File: src/rtl/uart_tx_driver.sv
// ---------------------------------------------------------------------------
// uart_tx_driver
//
// Purpose:
//   8N1 UART transmitter with a small byte FIFO in front of it. A producer
//   pushes bytes with a valid/ready handshake. The serialiser pops one byte at
//   a time and shifts it out LSB first: a start bit (0), 8 data bits and a stop
//   bit (1). Each bit is held for BAUD_DIV clock cycles. When the FIFO still
//   holds a byte at the end of a stop bit, the next frame starts on the
//   following cycle, so there is no idle gap between frames.
//
// Parameters:
//   BAUD_DIV    clock cycles per UART bit (2..65535)
//   FIFO_DEPTH  byte entries in the FIFO (power of two, 2..16)
//
// Ports:
//   clock       sole clock, rising edge
//   reset       asynchronous, active-high reset
//   in_valid    producer presents a byte
//   in_data     byte to transmit, sampled only on an accepting edge
//   in_ready    FIFO can accept a byte this cycle (registered state only)
//   txd         serial output, idle high, driven straight from a flop
//   busy        a frame is on the line or the FIFO is non-empty
//   fifo_count  bytes currently held in the FIFO
// ---------------------------------------------------------------------------
module uart_tx_driver #(
    parameter int BAUD_DIV   = 434,
    parameter int FIFO_DEPTH = 8
) (
    input  logic       clock,
    input  logic       reset,
    input  logic       in_valid,
    input  logic [7:0] in_data,
    output logic       in_ready,
    output logic       txd,
    output logic       busy,
    output logic [4:0] fifo_count
);

    localparam int AW = (FIFO_DEPTH > 1) ? $clog2(FIFO_DEPTH) : 1;

    localparam logic [1:0] IDLE  = 2'd0;
    localparam logic [1:0] START = 2'd1;
    localparam logic [1:0] DATA  = 2'd2;
    localparam logic [1:0] STOP  = 2'd3;

    localparam logic [15:0] BAUD_LAST = 16'(BAUD_DIV - 1);
    localparam logic [4:0]  DEPTH_CNT = 5'(FIFO_DEPTH);

    // FIFO storage and bookkeeping
    logic [7:0]    r_mem [FIFO_DEPTH];
    logic [AW-1:0] r_wr_ptr;
    logic [AW-1:0] r_rd_ptr;
    logic [4:0]    r_count;

    // Serialiser state
    logic [1:0]    r_state;
    logic [15:0]   r_baud;
    logic [2:0]    r_bit_idx;
    logic [7:0]    r_shift;
    logic          r_txd;

    logic          w_push;
    logic          w_pop;
    logic          w_bit_done;
    logic          w_fifo_empty;

    assign w_fifo_empty = (r_count == 5'd0);
    assign w_bit_done   = (r_baud == BAUD_LAST);

    // Ready depends only on the registered count, so a pop in the same cycle
    // never allows a push into a full FIFO.
    assign in_ready = (r_count != DEPTH_CNT);
    assign w_push   = in_valid && in_ready;

    // A byte leaves the FIFO when the line is idle, or at the last cycle of a
    // stop bit so the next start bit follows back to back.
    assign w_pop = !w_fifo_empty &&
                   ((r_state == IDLE) || ((r_state == STOP) && w_bit_done));

    assign txd        = r_txd;
    assign fifo_count = r_count;
    assign busy       = (r_state != IDLE) || !w_fifo_empty;

    // Storage array has no reset: stale entries are unreachable once the
    // pointers and count are cleared.
    always_ff @(posedge clock) begin
        if (w_push) begin
            r_mem[r_wr_ptr] <= in_data;
        end
    end

    // Pointers are AW bits wide and FIFO_DEPTH is a power of two, so they wrap
    // naturally.
    always_ff @(posedge clock or posedge reset) begin
        if (reset) begin
            r_wr_ptr <= '0;
            r_rd_ptr <= '0;
            r_count  <= 5'd0;
        end else begin
            if (w_push) begin
                r_wr_ptr <= r_wr_ptr + 1'b1;
            end
            if (w_pop) begin
                r_rd_ptr <= r_rd_ptr + 1'b1;
            end
            case ({w_push, w_pop})
                2'b10:   r_count <= r_count + 5'd1;
                2'b01:   r_count <= r_count - 5'd1;
                default: r_count <= r_count;
            endcase
        end
    end

    // r_txd is loaded with the level of the state being entered, so the line
    // changes on the same edge as the state and comes straight from a flop.
    always_ff @(posedge clock or posedge reset) begin
        if (reset) begin
            r_state   <= IDLE;
            r_baud    <= 16'd0;
            r_bit_idx <= 3'd0;
            r_shift   <= 8'd0;
            r_txd     <= 1'b1;
        end else begin
            case (r_state)
                IDLE: begin
                    r_txd  <= 1'b1;
                    r_baud <= 16'd0;
                    if (w_pop) begin
                        r_shift <= r_mem[r_rd_ptr];
                        r_state <= START;
                        r_txd   <= 1'b0;
                    end
                end
                START: begin
                    if (w_bit_done) begin
                        r_baud    <= 16'd0;
                        r_bit_idx <= 3'd0;
                        r_state   <= DATA;
                        r_txd     <= r_shift[0];
                    end else begin
                        r_baud <= r_baud + 16'd1;
                    end
                end
                DATA: begin
                    if (w_bit_done) begin
                        r_baud <= 16'd0;
                        if (r_bit_idx == 3'd7) begin
                            r_state <= STOP;
                            r_txd   <= 1'b1;
                        end else begin
                            // Next bit to appear is shift[1], which becomes
                            // shift[0] after this shift.
                            r_shift   <= {1'b0, r_shift[7:1]};
                            r_bit_idx <= r_bit_idx + 3'd1;
                            r_txd     <= r_shift[1];
                        end
                    end else begin
                        r_baud <= r_baud + 16'd1;
                    end
                end
                STOP: begin
                    if (w_bit_done) begin
                        r_baud    <= 16'd0;
                        r_bit_idx <= 3'd0;
                        if (w_pop) begin
                            r_shift <= r_mem[r_rd_ptr];
                            r_state <= START;
                            r_txd   <= 1'b0;
                        end else begin
                            r_state <= IDLE;
                            r_txd   <= 1'b1;
                        end
                    end else begin
                        r_baud <= r_baud + 16'd1;
                    end
                end
                default: begin
                    r_state <= IDLE;
                    r_txd   <= 1'b1;
                end
            endcase
        end
    end

endmodule
File: config.mk
export PLATFORM = sky130hd
export DESIGN_NAME = uart_tx_driver
export DESIGN_NICKNAME = d
export VERILOG_FILES = /design/src/rtl/uart_tx_driver.sv
export SDC_FILE = /design/constraint.sdc
export NUM_CORES = 1
export LEC_CHECK = 0
export ABC_CLOCK_PERIOD_IN_PS = 3910
export CORE_UTILIZATION = 25
export DETAILED_ROUTE_END_ITERATION = 7
export PLACE_DENSITY = 0.44
export SLEW_MARGIN = 0
export SYNTH_ARGS = -nofsm -noshare
export SYNTH_HDL_FRONTEND = slang
export SYNTH_SLANG_ARGS = --single-unit
File: constraint.sdc
create_clock -name clock -period 3.91 [get_ports clock]
set_input_delay 0.391 -clock clock [delete_from_list [all_inputs] [get_ports clock]]
set_output_delay 0.391 -clock clock [all_outputs]
set_load 0.01 [all_outputs]
==> flow_metrics.env <==
export IMPL_status="finished clean"
export IMPL_core_um2=18000
export IMPL_p_int_w=0.00250
export IMPL_wl_um=8890
export IMPL_cts_tree="done"
export IMPL_p_comb_share_pct=32.4
export IMPL_start_util_pct=25.7
export IMPL_slowest_stage="or4b_4"
export IMPL_hp_class="in2async"
export IMPL_filler_cell_count=1838
export IMPL_grt_max_degree=42
export IMPL_finalWorstSetupSlack_ns=0.774
export IMPL_numCtsBuffers=9
export IMPL_power_leakage_nw=2.00
export IMPL_cts_resized=0
export IMPL_antenna_found_initial=0
export IMPL_fmax_mhz=319
export IMPL_synth_seq_area_share_pct=63.7
export IMPL_mostFrequentLayoutCells="edfxtp_1, dfrtp_1, nor2_1"
export IMPL_crit_family="compound AO/OA/AOI/OAI gates"
export IMPL_synth_seq_cells=105
export IMPL_synth_nets=346
export IMPL_synth_distinct_cells=42
export IMPL_num_rows=49
export IMPL_crit_path_frequent_cell="ha_1"
export IMPL_detail_route_wl_per_cell_um=15.3
export IMPL_dieArea_um2=19100
export IMPL_p_seq_share_pct=43.5
export IMPL_synth_area_um2=4630
export IMPL_drtAntennaViolNets=0
export IMPL_grt_pass1_vias=2610
export IMPL_cp_data_required_time_ns=4.14
export IMPL_avgSynthCellArea_um2=14.4
export IMPL_r2r_end="fifo_count[4]$_DFFE_PP0P_"
export IMPL_cts_sinks=105
export IMPL_final_common_cell="edfxtp_1"
export IMPL_clkPwrFrac_pct=24.1
export IMPL_timing_reg2reg_setup_slack_ns=0.77
export IMPL_rsz0062_at_grt="false"
export IMPL_place_congestion=0.691
export IMPL_drtIter0Drc=146
export IMPL_worst_setup_path_start_kind="register"
export IMPL_finalSetupViolCount=0
export IMPL_cts_max_level=3
export IMPL_cts_hold_fix_buffers=0
export IMPL_fin_nets=371
export IMPL_grt_usage_pct=10.0
export IMPL_crit_fanout=7
export IMPL_syn_inst=321
export IMPL_p_per_area_nw_per_um2=697
export IMPL_power_w=0.00377
export IMPL_dp_slack_ns=0.782
export IMPL_hpwl_um=5680
export IMPL_crit_path_cell_trace="inv_1, ha_1, or4b_4, o41ai_4, o221a_1, ha_1, xor2_1, ha_1, nor2b_1, o21ai_0, a31oi_1, nor2_1, xor2_1"
export IMPL_skew_ns=0.0115
export IMPL_cp_slowest_stage_delay_ns=0.48
export IMPL_worst_endpoint_arrival_ns=3.37
export IMPL_postCtsSetupBuffers=0
export IMPL_dieWidth_um=138
export IMPL_timing_final_crit_share_pct=80.2
export IMPL_slew_viol_final=0
export IMPL_finalNonFillerCells=580
export IMPL_max_vdd_ir_drop_mv=0.258
export IMPL_drtPass1Iterations=4
export IMPL_multiInputGateArea_um2=1600
export IMPL_worst_setup_path_end_kind="register"
export IMPL_switching_share_pct=33.8
export IMPL_io_buffers=18
export IMPL_hold_slack_ns=0.487
export IMPL_insertion_delay_ns=0.35
export IMPL_clockBufferDepth=2
export IMPL_place_inst=564
export IMPL_grt_pass1_wl_um=14400
export IMPL_p_sw_w=0.00127
export IMPL_n_antenna_cell=0
export IMPL_cap_violations=0
export IMPL_path_class="reg2reg"
export IMPL_reg2reg_depth=13
export IMPL_drc=0
export IMPL_r2r_start="r_baud[1]$_DFF_PP0_"
export IMPL_crit_buf_inv=1
export IMPL_cts_clk_slew_worst_paths_ns=0.08
export IMPL_slew_headroom_pct=33.3
export IMPL_fp_dieH_um=138
export IMPL_cts_root_buffer="clkbuf_16"
export IMPL_period_minus_slack_ns=3.14
export IMPL_fin_setup_tns_ns=0
export IMPL_grt_overflow=0
export IMPL_layout_drive_gt1_share_pct=14.2
export IMPL_yosysWarnings=0
export IMPL_vias=2561
export IMPL_tightest_slew_ns=0.997
export IMPL_synthToLayoutAreaGrowth_pct=17.0
export IMPL_vias_per_cell=4.42
export IMPL_ff_latch_area_um2=2950
export IMPL_hold_viol_final=0
export IMPL_io_pins=19
layer usage:
layer / up-vias / global-route usage, % / wire length, um
met5: - / 0 / 0
met4: 0 / 4.11 / 171
met3: 12 / 2.84 / 236
met2: 32 / 15.7 / 4170
met1: 1273 / 13.0 / 4320
li1: 1244 / - / -
flip-flops by register name, indices dropped and copies added (netlist names):
register and count:
r_bit_idx 3, r_rd_ptr 3, fifo_count 5, txd 1
r_wr_ptr 3, r_shift 8, r_mem 64, r_baud 16
r_state 2
logic make-up (layout without fill, tap and decap cells):
family                   Yosys count  in the layout  share of synthesized area [%]
AO/OA/AOI/OAI                     36             36                           5.35
XOR/XNOR                          22             22                           4.16
adder cells (fa/ha/maj)           14             14                           3.79
buffers and inverters             19             49                           1.73
flip-flops                       105            105                           63.7
multiplexers                      35             35                           12.2
AND/OR/NAND/NOR                   90             90                           9.03
worst reg2reg max path, cell delays in order, from the launching register on:
cell and delay (ns):
dfrtp_1 0.41, inv_1 0.07, ha_1 0.13, or4b_4 0.48, o41ai_4 0.36, o221a_1 0.26
ha_1 0.33, xor2_1 0.18, ha_1 0.20, nor2b_1 0.14, o21ai_0 0.10, a31oi_1 0.17
nor2_1 0.06, xor2_1 0.14
Yosys cell counts:
| master | n | area, um2 |
|---|---|---|
| or4_1 | 1 | 7.51 |
| a22oi_1 | 1 | 7.51 |
| o21ba_1 | 1 | 10.0 |
| a31o_2 | 1 | 8.76 |
| mux2i_1 | 8 | 80.1 |
| o21a_1 | 1 | 7.51 |
| mux2_2 | 3 | 33.8 |
| nor3_1 | 5 | 25.0 |
| mux2_1 | 8 | 90.1 |
| nand2b_1 | 4 | 25.0 |
| or2_2 | 1 | 6.26 |
| clkbuf_1 | 9 | 33.8 |
| a21o_1 | 2 | 15.0 |
| dfrtp_1 | 40 | 1000 |
| o211ai_1 | 1 | 7.51 |
| or3_1 | 3 | 18.8 |
| a22o_1 | 2 | 17.5 |
| or4b_4 | 1 | 13.8 |
| nand4_1 | 4 | 25.0 |
| buf_4 | 2 | 15.0 |
| mux4_2 | 16 | 360 |
| o21ai_0 | 13 | 65.1 |
| nor4_1 | 3 | 18.8 |
| o221a_1 | 1 | 11.3 |
| xor2_1 | 14 | 123 |
| nand2_1 | 27 | 101 |
| nor2_1 | 30 | 113 |
| and3_1 | 1 | 6.26 |
| o21bai_1 | 1 | 7.51 |
| dfstp_2 | 1 | 26.3 |
| xnor2_1 | 8 | 70.1 |
| buf_2 | 1 | 5.00 |
| a41oi_1 | 1 | 8.76 |
| nand3_1 | 8 | 40.0 |
| o41ai_4 | 1 | 27.5 |
| ha_1 | 14 | 175 |
| inv_1 | 7 | 26.3 |
| nor2b_1 | 1 | 6.26 |
| a31oi_1 | 3 | 18.8 |
| edfxtp_1 | 64 | 1920 |
| a21oi_1 | 7 | 35.0 |
| or4_4 | 1 | 11.3 |
worst max path at each step:
stage                   startpoint                         to  slack (ns)  cells past startpoint
6_report       r_baud[1]$_DFF_PP0_  fifo_count[4]$_DFFE_PP0P_        0.77                     13
5_1_grt        r_baud[1]$_DFF_PP0_  fifo_count[4]$_DFFE_PP0P_        0.51                     13
4_1_cts        r_baud[1]$_DFF_PP0_  fifo_count[4]$_DFFE_PP0P_        0.77                     13
3_5_place_dp   r_baud[1]$_DFF_PP0_  fifo_count[4]$_DFFE_PP0P_        0.78                     13
3_3_place_gp   r_baud[1]$_DFF_PP0_  fifo_count[4]$_DFFE_PP0P_        0.83                     13
2_1_floorplan  r_baud[1]$_DFF_PP0_  fifo_count[4]$_DFFE_PP0P_        0.64                     15
cell type report:
type | count | area share, %
multi-input combinational | 197 | 29.6
clock inverter | 7 | 1.53
clock buffer | 9 | 4.16
sequential | 105 | 54.5
inverter | 7 | 0.485
tap | 229 | 5.29
timing repair buffer | 26 | 4.44
power by group through the flow:
stage	Clock [W]	Combinational (W)	Sequential, W
2_1_floorplan	0	0.000971	0.00156
3_3_place_gp	0	0.00125	0.00166
3_5_place_dp	0	0.00125	0.00167
4_1_cts	0.000945	0.00125	0.00164
5_1_grt	0.000977	0.00137	0.00168
6_report	0.000909	0.00122	0.00164
metrics by stage:
| step | util [%] | cell area (um2) |
|---|---|---|
| 6_report | 30.0 | 5410 |
| 5_1_grt | 30.0 | 5410 |
| 4_1_cts | 30.0 | 5410 |
| 3_5_place_dp | 28.3 | 5100 |
| 3_3_place_gp | 28.3 | 5100 |
| 2_1_floorplan | - | 4630 |
Power figures use the tool's default switching activity.
